===== src/rtl/booth_mult_rr_sched.sv =====
// booth_mult_rr_sched: round-robin arbiter sharing one sequential radix-2 Booth multiplier among N_REQ requesters
module booth_mult_rr_sched #(
    parameter int N_REQ = 4,
    parameter int WIDTH = 8,
    parameter int ID_W  = $clog2(N_REQ)
) (
    input  logic                     clk,
    input  logic                     rst_n,
    input  logic [N_REQ-1:0]         req_valid,
    output logic [N_REQ-1:0]         req_ready,
    input  logic [N_REQ*WIDTH-1:0]   num1_bus,
    input  logic [N_REQ*WIDTH-1:0]   num2_bus,
    output logic                     res_valid,
    input  logic                     res_ready,
    output logic [2*WIDTH-1:0]       res_data,
    output logic [ID_W-1:0]          res_id,
    output logic                     busy
);
    localparam int CNT_W = $clog2(WIDTH + 1);
    typedef enum logic [1:0] {IDLE, MUL, DONE} state_t;
    state_t state, state_nx;
    logic [ID_W-1:0] last_grant, grant, idx, id;
    logic grant_any, accept, last_step, q_1;
    logic [WIDTH-1:0] op1, op2, q, q_nx;
    logic signed [WIDTH:0] a, m, sum, a_nx;
    logic [CNT_W-1:0] cnt;
    // Iterate farthest-first so the nearest valid requester after last_grant wins.
    always_comb begin
        grant_any = 1'b0;
        grant = '0;
        idx = '0;
        for (int k = N_REQ; k >= 1; k--) begin
            idx = ID_W'((int'(last_grant) + k) % N_REQ);
            if (req_valid[idx]) begin
                grant_any = 1'b1;
                grant = idx;
            end
        end
    end
    always_comb begin
        op1 = '0;
        op2 = '0;
        for (int i = 0; i < N_REQ; i++)
            if (grant == ID_W'(i)) begin
                op1 = num1_bus[i*WIDTH +: WIDTH];
                op2 = num2_bus[i*WIDTH +: WIDTH];
            end
    end
    assign accept    = state == IDLE && rst_n && grant_any;
    assign req_ready = accept ? (N_REQ'(1) << grant) : '0;
    assign busy      = state != IDLE;
    assign sum       = (q[0] == q_1) ? a : (q[0] ? a - m : a + m);
    assign a_nx      = {sum[WIDTH], sum[WIDTH:1]};
    assign q_nx      = {sum[0], q[WIDTH-1:1]};
    assign last_step = cnt == CNT_W'(WIDTH - 1);
    always_comb begin
        state_nx = state;
        case (state)
            IDLE:    state_nx = accept ? MUL : IDLE;
            MUL:     state_nx = last_step ? DONE : MUL;
            DONE:    state_nx = res_ready ? IDLE : DONE;
            default: state_nx = IDLE;
        endcase
    end
    always_ff @(posedge clk or negedge rst_n)
        if (!rst_n) state <= IDLE;
        else state <= state_nx;
    always_ff @(posedge clk or negedge rst_n) begin
        if (!rst_n) begin
            last_grant <= ID_W'(N_REQ - 1);
            a <= '0;
            m <= '0;
            q <= '0;
            q_1 <= 1'b0;
            cnt <= '0;
            id <= '0;
            res_valid <= 1'b0;
            res_data <= '0;
            res_id <= '0;
        end else if (accept) begin
            last_grant <= grant;
            m <= {op1[WIDTH-1], op1};
            q <= op2;
            a <= '0;
            q_1 <= 1'b0;
            cnt <= '0;
            id <= grant;
        end else if (state == MUL) begin
            a <= a_nx;
            q <= q_nx;
            q_1 <= q[0];
            cnt <= cnt + 1'b1;
            if (last_step) begin
                res_data <= {a_nx[WIDTH-1:0], q_nx};
                res_id <= id;
                res_valid <= 1'b1;
            end
        end else if (state == DONE && res_ready) begin
            res_valid <= 1'b0;
        end
    end
endmodule


===== config.mk =====
export PLATFORM = sky130hd
export DESIGN_NAME = booth_mult_rr_sched
export DESIGN_NICKNAME = d
export VERILOG_FILES = /design/src/rtl/booth_mult_rr_sched.sv
export SDC_FILE = /design/constraint.sdc
export NUM_CORES = 1
export LEC_CHECK = 0
export BUFFER_PORTS_ARGS = -buffer_cell sky130_fd_sc_hd__buf_4
export CAP_MARGIN = 40
export CORE_MARGIN = 2
export CORE_UTILIZATION = 30
export DETAILED_ROUTE_END_ITERATION = 12
export PLACE_DENSITY = 0.53
export SLEW_MARGIN = 20
export SYNTH_ARGS = -nofsm -noshare
export SYNTH_HDL_FRONTEND = slang
export SYNTH_SLANG_ARGS = --single-unit

===== constraint.sdc =====
create_clock -name clk -period 3.1 [get_ports clk]
set_clock_uncertainty 0.05 [all_clocks]
set_input_delay 0.62 -clock clk [delete_from_list [all_inputs] [get_ports clk]]
set_output_delay 0.62 -clock clk [all_outputs]
set_load 0.02 [all_outputs]

==> flow_summary.ini, run 1 <==
[synthesis]
yosysWarnings = 0
synth_flop_cell = dfrtp_1
ys_types = 52
synth_nets = 447
avgSynthCellArea_sq_um = 9.00
synth_area_leader_cell = dfrtp_1
netlist_instances = 365
ys_seq_area_share_pct = 41.2
synth_top_cell_area_share_pct = 39.6
synthArstFlopShare_pct = 100
synth-seq-cells = 54
synth_enable_flop_cells = 0
syn-cell-area_sq_um = 3290
yosys-top-cells-area = dfrtp_1, nand2_1, o21ai_0

[cts]
clk_pin_slew_ns = 0.10
cts_tree = built
clock-root-buffer = clkbuf_8
cts.sinks = 54
clock_latency_ns = 0.31
ctsHoldBuffers = 0
max-clock-path-buffers = 2
htree_levels = 2
cts_made_buffers = 5

[die]
die-height_um = 109
dieArea_sq_um = 11800
num_rows = 38
core_sq_um = 10700
start_util_pct = 30.6
ios = 95
die_w_um = 109

[grt]
grt_max_degree = 52
global_route.usage.total_pct = 15.8
grt_pass1_vias = 2924
grt_overflow = 0
grt_pass1_wl_um = 14700
antenna_found_initial = 0

[routing]
finalWirelength_um = 8900
first_pass_iters = 5
vias_per_cell = 4.89
dr.first_iter.drc_count = 147
ant_nets = 0
wl_per_cell_um = 14.8
drc = 0
vias = 2935

[pwr]
p_seq_share_pct = 28.0
p_switching_mw = 2.21
power_density_nw_per_um2 = 1120
leakagePower_nw = 2.00
switching_share_pct = 46.2
irDropWorstVdd_v = 0.000441
p_comb_share_pct = 63.3
total_power_mw = 4.78
internal-power_mw = 2.57
clkPwrFrac_pct = 8.7

[timing]
slew_headroom_pct = 55.4
slew_violations = 0
worst_pin_slew_ns = 0.669
finalSetupTns_ns = 0
timing.fmax_mhz = 339
layout_setup_ws_ns = 0.151
hold_viol = 0
fin_crit_ns = 2.95
post-route-period-util_pct = 95.1
rsz0062_at_grt = no
finalSetupViolations = 0

[worst_setup_path]
worstPathArrival_ns = 3.16
crit_path_frequent_cell = a31o_2
endpoint_kind = flop
cp_num_buf_inv = 1
crit_slowest_cell = fa_1
critical-path-top-delay-family = compound AO/OA/AOI/OAI gates
required_ns = 3.31
critPathMaxFanout = 4
cp_cell_sequence = inv_1 > ha_1 > mux2_2 > fa_1 > and2b_2 > o2111ai_1 > a31o_2 > and3_1 > o21a_1 > a211oi_2 > a31o_2
crit_type = reg2reg
r2r_setup_slack_ns = 0.15
max_stage_delay_ns = 0.41
startpoint_type = flop

[placement]
gp_congestion = 0.753
post-place-ws_ns = 0.171
place_area_sq_um = 4140
hpwl_um = 6760
io_buffers = 94

[job]
max-cap-violations = 0

[hold_path]
min-delay-path-class = in2async

[cells_and_area]
nets = 541
antenna_cells = 0
fill_cells = 1117
fin_area_sq_um = 4280
areaGrowthSynthToFinish_pct = 30.2
drive_above_1_share_pct = 28.5

[run_status]
status = completed
==> synth_stat cells, drive strengths merged (7+ instances only) <==
| library cell | number |
|---|---|
| a211oi | 11 |
| a21oi | 15 |
| buf | 13 |
| clkbuf | 7 |
| dfrtp | 52 |
| ha | 10 |
| inv | 13 |
| mux2i | 17 |
| nand2 | 63 |
| nand3 | 8 |
| nor2 | 26 |
| nor2b | 7 |
| o21ai | 39 |
| o221ai | 11 |
| xnor2 | 9 |
==> area by class of cell <==
class / count / area, sq um / share of cell area [%]
Tap cell: 140 / 175 / 4.09
Sequential cell: 54 / 1350 / 31.6
Multi-Input combinational cell: 278 / 1790 / 41.9
Inverter: 13 / 48.8 / 1.14
Timing Repair Buffer: 107 / 815 / 19.0
Clock buffer: 5 / 68.8 / 1.61
Clock inverter: 3 / 23.8 / 0.556
==> kinds of logic (layout without fill, tap and decap cells) <==
kind of cell             Yosys count  count (layout)  share of synthesized area (%)
AND/OR/NAND/NOR                  132             132                           18.5
AO/OA/AOI/OAI                    101             101                           20.4
flip-flops                        54              54                           41.2
buffers and inverters             33             128                           4.76
multiplexers                      21              21                           7.24
XOR/XNOR                          13              13                           3.47
adder cells (fa/ha/maj)           11              11                           4.42
==> routing by layer <==
layer	vias to the layer above	share of wire [%]	track usage, %	wire length [um]
met5	-	0	0	0
met4	0	0.98	3.48	87
met3	5	4.1	2.87	364
met2	58	47	25.1	4150
met1	1388	48	22.4	4300
li1	1484	-	-	-
==> stage by stage <==
stage                     hold WS [ns]  utilization (%)  instances
final                           0.0551             39.8        600
after global routing            0.0383             39.8        600
after global placement           0.397             38.5        589
after CTS                       0.0470             39.4        597
after floorplan                  0.274                -        365
after detailed placement         0.395             38.5        589
==> path summary, 6_finish.rpt <==
kind / depth (start not counted) / end / from
setup / recovery: 11 / a[7] / m[0]
hold / removal: 1 / id[1] / rst_n
setup reg to reg: 11 / a[7] / m[0]
hold reg to reg: 2 / res_id[0] / res_id[0]
max in group asynchronous: 2 / res_data[15] / rst_n
min in group clk: 2 / res_id[0] / res_id[0]
==> cells in the final DEF (no fill, tap or decap), types with 4 or more instances in the layout <==
| cell | instances |
|---|---|
| nor2b_1 | 7 |
| and2b_1 | 4 |
| o21a_1 | 4 |
| xnor2_1 | 9 |
| clkbuf_8 | 5 |
| mux2i_1 | 17 |
| a211oi_1 | 10 |
| buf_4 | 105 |
| nor2_1 | 26 |
| a21oi_1 | 15 |
| nand3_1 | 8 |
| inv_1 | 13 |
| o21ai_0 | 36 |
| nand2b_1 | 5 |
| ha_1 | 10 |
| o22ai_1 | 5 |
| o221ai_1 | 10 |
| dfrtp_1 | 52 |
| nand2_1 | 63 |
| xor2_1 | 4 |
==> flip-flops by register name, summed over array words and instances, names as in the netlist <==
name and count:
last_grant 2, a 8, q_1 1, res_valid 1
m 8, cnt 4, id 2, res_data 16
res_id 2, state 2, q 8
==> worst register-to-register path: stages (launching register included) <==
cell and delay [ns]:
dfrtp_1 0.40, inv_1 0.08, ha_1 0.30, mux2_2 0.29, fa_1 0.41, and2b_2 0.25, o2111ai_1 0.13, a31o_2 0.28
and3_1 0.14, o21a_1 0.21, a211oi_2 0.23, a31o_2 0.13
==> power by group through the flow <==
stage	clock [mW]	sequential (mW)	combinational, mW
final	0.415	1.34	3.03
after global routing	0.468	1.39	3.42
after CTS	0.431	1.34	2.99
after detailed placement	0	1.35	2.98
after global placement	0	1.35	2.91
after floorplan	0	1.40	2.10
==> repair_timing <==
| action | CTS | global route |
|---|---|---|
| buffers inserted | 0 | 1 |
| endpoints found under the hold margin | 0 | 0 |
| endpoints found under the setup margin | 0 | 1 |
| resized for setup | 0 | 3 |
Power figures use the tool's default switching activity.
==> run 2: changes to the inputs <==
--- a/config.mk
+++ b/config.mk
@@ -9,8 +9,10 @@
 export CAP_MARGIN = 40
 export CORE_MARGIN = 2
 export CORE_UTILIZATION = 30
+export CTS_CLUSTER_SIZE = 12
 export DETAILED_ROUTE_END_ITERATION = 12
 export PLACE_DENSITY = 0.53
+export REMOVE_ABC_BUFFERS = 1
 export SLEW_MARGIN = 20
 export SYNTH_ARGS = -nofsm -noshare
 export SYNTH_HDL_FRONTEND = slang
==> flow_summary.ini, run 2 (synthesis gave the netlist of run 1 again) <==
[cells_and_area]
nets = 544
largest_reg_flops = 16
register_area_sq_um = 1350
fill_cells = 1099
top_register = res_data
areaGrowthSynthToFinish_pct = 31.4
drive_above_1_share_pct = 28.9
antenna_cells = 0
mostFrequentLayoutCells = buf_4, nand2_1, dfrtp_1
utilization_pct = 40.2
final_common_cell = buf_4
multi_input_area_sq_um = 1800

[cts]
cts.sinks = 54
clock-root-buffer = clkbuf_8
clk_pin_slew_ns = 0.10
max-clock-path-buffers = 2
cts_made_buffers = 5
clock_latency_ns = 0.30
htree_levels = 2
cts_tree = built

[timing]
layout_setup_ws_ns = 0.184
timing.fmax_mhz = 343
slew_violations = 0
post-route-period-util_pct = 94.0
finalSetupViolations = 0
rsz0062_at_grt = no
slew_headroom_pct = 53.7
hold_viol = 0
fin_crit_ns = 2.92
finalSetupTns_ns = 0
fin_hold_ws_ns = 0.432
worst_pin_slew_ns = 0.694

[die]
die_w_um = 109
num_rows = 38
die-height_um = 109
ios = 95
start_util_pct = 30.6
dieArea_sq_um = 11800
core_sq_um = 10700

[run_status]
status = completed

[routing]
wl_per_cell_um = 15.5
drc = 0
vias_per_cell = 4.98
vias = 3004
finalWirelength_um = 9360
first_pass_iters = 4
ant_nets = 0
dr.first_iter.drc_count = 131

[worst_setup_path]
crit_slowest_cell = dfrtp_1
startpoint_type = flop
cp_num_buf_inv = 1
endpoint_kind = flop
max_stage_delay_ns = 0.42
critPathMaxFanout = 4
crit_path_frequent_cell = a31o_2
critical-path-top-delay-family = compound AO/OA/AOI/OAI gates
crit_type = reg2reg
cp_cell_sequence = inv_1 > ha_1 > mux2_2 > fa_1 > and2b_1 > o2111ai_1 > a31o_2 > and3_1 > o21a_1 > a211oi_2 > a31o_2
worstPathArrival_ns = 3.11
required_ns = 3.30

[grt]
grt_overflow = 0
grt_max_degree = 55
grt_pass1_vias = 2915
global_route.usage.total_pct = 16.1
grt_pass1_wl_um = 14800
antenna_found_initial = 0

[placement]
post-place-ws_ns = 0.186
hpwl_um = 7120
io_buffers = 94
gp_congestion = 0.815

[pwr]
irDropWorstVdd_v = 0.000359
leakagePower_nw = 2.04
total_power_mw = 4.83
power_density_nw_per_um2 = 1120

[job]
max-cap-violations = 0

[hold_path]
min-delay-path-class = reg2reg
==> run 2: cell types whose count changed in the layout (fill, tap and decap cells not counted), sizes merged <==
cell / change
inv: -1
bufinv: +1
clkinv: +2
clkinvlp: -2
buf: +3
==> run 2: layout make-up <==
class | count | area share, %
multi-input combinational | 278 | 41.6
tap | 140 | 4.06
timing repair buffer | 110 | 19.3
clock inverter | 3 | 0.927
sequential | 54 | 31.4
inverter | 13 | 1.13
clock buffer | 5 | 1.59
==> run 2: repair_timing <==
action / in CTS / in global routing
hold buffers: 0 / 0
hold endpoints to repair: 0 / 0
resized for setup: 0 / 3
buffers inserted: 0 / 1
setup endpoints to repair: 0 / 1
==> run 2: final timing paths <==
| check | to | depth (start not counted) | slack (ns) | start |
|---|---|---|---|---|
| worst min register to register | res_data[1] | 2 | 0.43 | res_data[1] |
| min in group asynchronous | a[3] | 2 | 0.45 | rst_n |
| worst min-delay path | res_data[1] | 2 | 0.43 | res_data[1] |
| max in group asynchronous | q[2] | 2 | 2.08 | rst_n |
| worst max-delay path | a[7] | 11 | 0.18 | m[1] |
| worst max register to register | a[7] | 11 | 0.18 | m[1] |
==> run 2: stage by stage <==
step / instance area [sq um] / cells
after detailed placement: 4190 / 594
after floorplan: 3180 / 345
after CTS: 4290 / 602
after global routing: 4320 / 603
final: 4320 / 603
after global placement: 4170 / 593
==> run 2: worst register-to-register path: stages (launching register included) <==
cell and delay, ns:
dfrtp_1 0.42, inv_1 0.08, ha_1 0.27, mux2_2 0.29, fa_1 0.40, and2b_1 0.24
o2111ai_1 0.15, a31o_2 0.29, and3_1 0.14, o21a_1 0.21, a211oi_2 0.22, a31o_2 0.12
==> run 2: per-layer routing <==
metal / track usage (%) / wire [um] / up-vias
li1: - / - / 1490
met1: 21.6 / 4290 / 1419
met2: 26.7 / 4360 / 84
met3: 2.63 / 502 / 11
met4: 4.85 / 207 / 0
met5: 0 / 0 / -
==> run 2: report_power, final <==
| part | internal [mW] | switching, mW |
|---|---|---|
| Sequential | 1.06 | 0.284 |
| Clock | 0.238 | 0.231 |
| Combinational | 1.36 | 1.66 |
| Total | 2.65 | 2.18 |
==> run 3: changes to the inputs <==
==> constraint.sdc (replaced) <==
create_clock -name clk -period 3.1 [get_ports clk]
set_clock_uncertainty 0.05 [all_clocks]
set_input_delay 0.31 -clock clk [delete_from_list [all_inputs] [get_ports clk]]
set_output_delay 0.31 -clock clk [all_outputs]
set_load 0.02 [all_outputs]
==> flow_summary.ini, run 3 (synthesis gave the netlist of run 1 again) <==
[cts]
htree_levels = 2
cts_made_buffers = 5
clock_latency_ns = 0.31
max-clock-path-buffers = 2
cts.sinks = 54
clk_pin_slew_ns = 0.11
cts_tree = built
clock-root-buffer = clkbuf_8

[routing]
dr.first_iter.drc_count = 146
vias = 2996
vias_per_cell = 4.99
first_pass_iters = 4
ant_nets = 0
wl_per_cell_um = 15.9
finalWirelength_um = 9550
drc = 0

[worst_setup_path]
reg2reg_depth = 11
crit_slowest_cell = dfrtp_1
cp.depth = 11
cp_num_buf_inv = 1
critPathMaxFanout = 4
required_ns = 3.26
cp_cell_sequence = inv_1 > ha_1 > mux2_2 > fa_1 > and2b_1 > o2111ai_1 > a31o_2 > a21oi_1 > o21a_1 > a211oi_2 > a31o_2
critical-path-top-delay-family = compound AO/OA/AOI/OAI gates
endpoint_kind = flop
worstPathArrival_ns = 3.11
crit_path_frequent_cell = a31o_2
max_stage_delay_ns = 0.41
crit_type = reg2reg
startpoint_type = flop

[grt]
grt_pass1_wl_um = 15000
met1_usage_pct = 21.8
top_usage_layer = met2
grt_max_degree = 55
grt_pass1_vias = 2884
antenna_found_initial = 0
grt_use_met3_pct = 2.51
global_route.usage.total_pct = 16.4
grt_use_met2_pct = 27.0
grt_overflow = 0

[run_status]
status = completed

[cells_and_area]
drive_above_1_share_pct = 28.4
mostFrequentLayoutCells = buf_4, nand2_1, dfrtp_1
nets = 542
final_common_cell = buf_4
areaGrowthSynthToFinish_pct = 31.0
largest_reg_flops = 16
antenna_cells = 0
fin_cells = 601
utilization_pct = 40.1
top_register = res_data

[die]
ios = 95
start_util_pct = 30.6
core_sq_um = 10700
num_rows = 38
die-height_um = 109
die_w_um = 109
dieArea_sq_um = 11800

[timing]
post-route-period-util_pct = 94.9
worst_pin_slew_ns = 0.691
slew_violations = 0
fin_crit_ns = 2.94
timing.fmax_mhz = 340
finalSetupViolations = 0
finalSetupTns_ns = 0
rsz0062_at_grt = no
hold_viol = 0
slew_headroom_pct = 53.9

[placement]
hpwl_um = 7080
io_buffers = 94
dp_cells = 591
gp_congestion = 0.860

[hold_path]
min-delay-path-class = in2async

[pwr]
irDropWorstVdd_v = 0.000432
leakagePower_nw = 2.02
power_density_nw_per_um2 = 1120

[job]
max-cap-violations = 0
## run 3: cell types whose count changed in the layout (fill, tap and decap cells not counted), sizes merged
| cell | change |
|---|---|
| buf | -2 |
| inv | +1 |
| clkinv | -1 |
| bufinv | -1 |
| clkinvlp | +1 |
## run 3: worst paths after layout
kind                       slack [ns]           to  startpoint
hold reg to reg                  0.43    res_id[0]   res_id[0]
hold / removal                   0.15  res_data[3]       rst_n
max in group asynchronous        2.40         a[3]       rst_n
setup / recovery                 0.16         a[7]        m[0]
setup reg to reg                 0.16         a[7]        m[0]
min in group clk                 0.15     state[1]   res_ready
## run 3: area by class of cell
type / instances / area [sq um]
well taps: 140 / 175
fillers: 1121 / 6440
multi-input cells: 278 / 1790
flip-flops and latches: 54 / 1350
clock inverters: 3 / 25.0
inverters: 13 / 48.8
repair buffers: 108 / 842
clock buffers: 5 / 68.8
## run 3: power breakdown
group / internal, mW / leakage (nW) / total (mW) / switching (mW)
logic: 1.37 / 1.31 / 3.06 / 1.68
registers: 1.06 / 0.660 / 1.34 / 0.285
clock network: 0.164 / 0.0447 / 0.419 / 0.255
total: 2.60 / 2.02 / 4.82 / 2.22
## run 3: per-stage QoR
step | instance area [sq um] | setup WS (ns) | power (mW) | hold slack (ns)
after floorplan | 3180 | 0.368 | 3.41 | -0.0356
after global placement | 4150 | 0.264 | 4.29 | 0.409
after detailed placement | 4180 | 0.165 | 4.38 | 0.414
after CTS | 4280 | 0.126 | 4.82 | 0.141
after global routing | 4310 | 0.00387 | 5.29 | 0.147
final | 4310 | 0.157 | 4.82 | 0.145
## run 3: timing repair
item / CTS / global route
gates resized for setup: 0 / 2
buffers inserted: 0 / 1
hold buffers: 0 / 0
setup endpoints to repair: 0 / 1
## run 3: routing by layer
| layer | up-vias | wire length [um] |
|---|---|---|
| met5 | - | 0 |
| met4 | 0 | 253 |
| met3 | 13 | 542 |
| met2 | 89 | 4420 |
| met1 | 1408 | 4340 |
| li1 | 1486 | - |
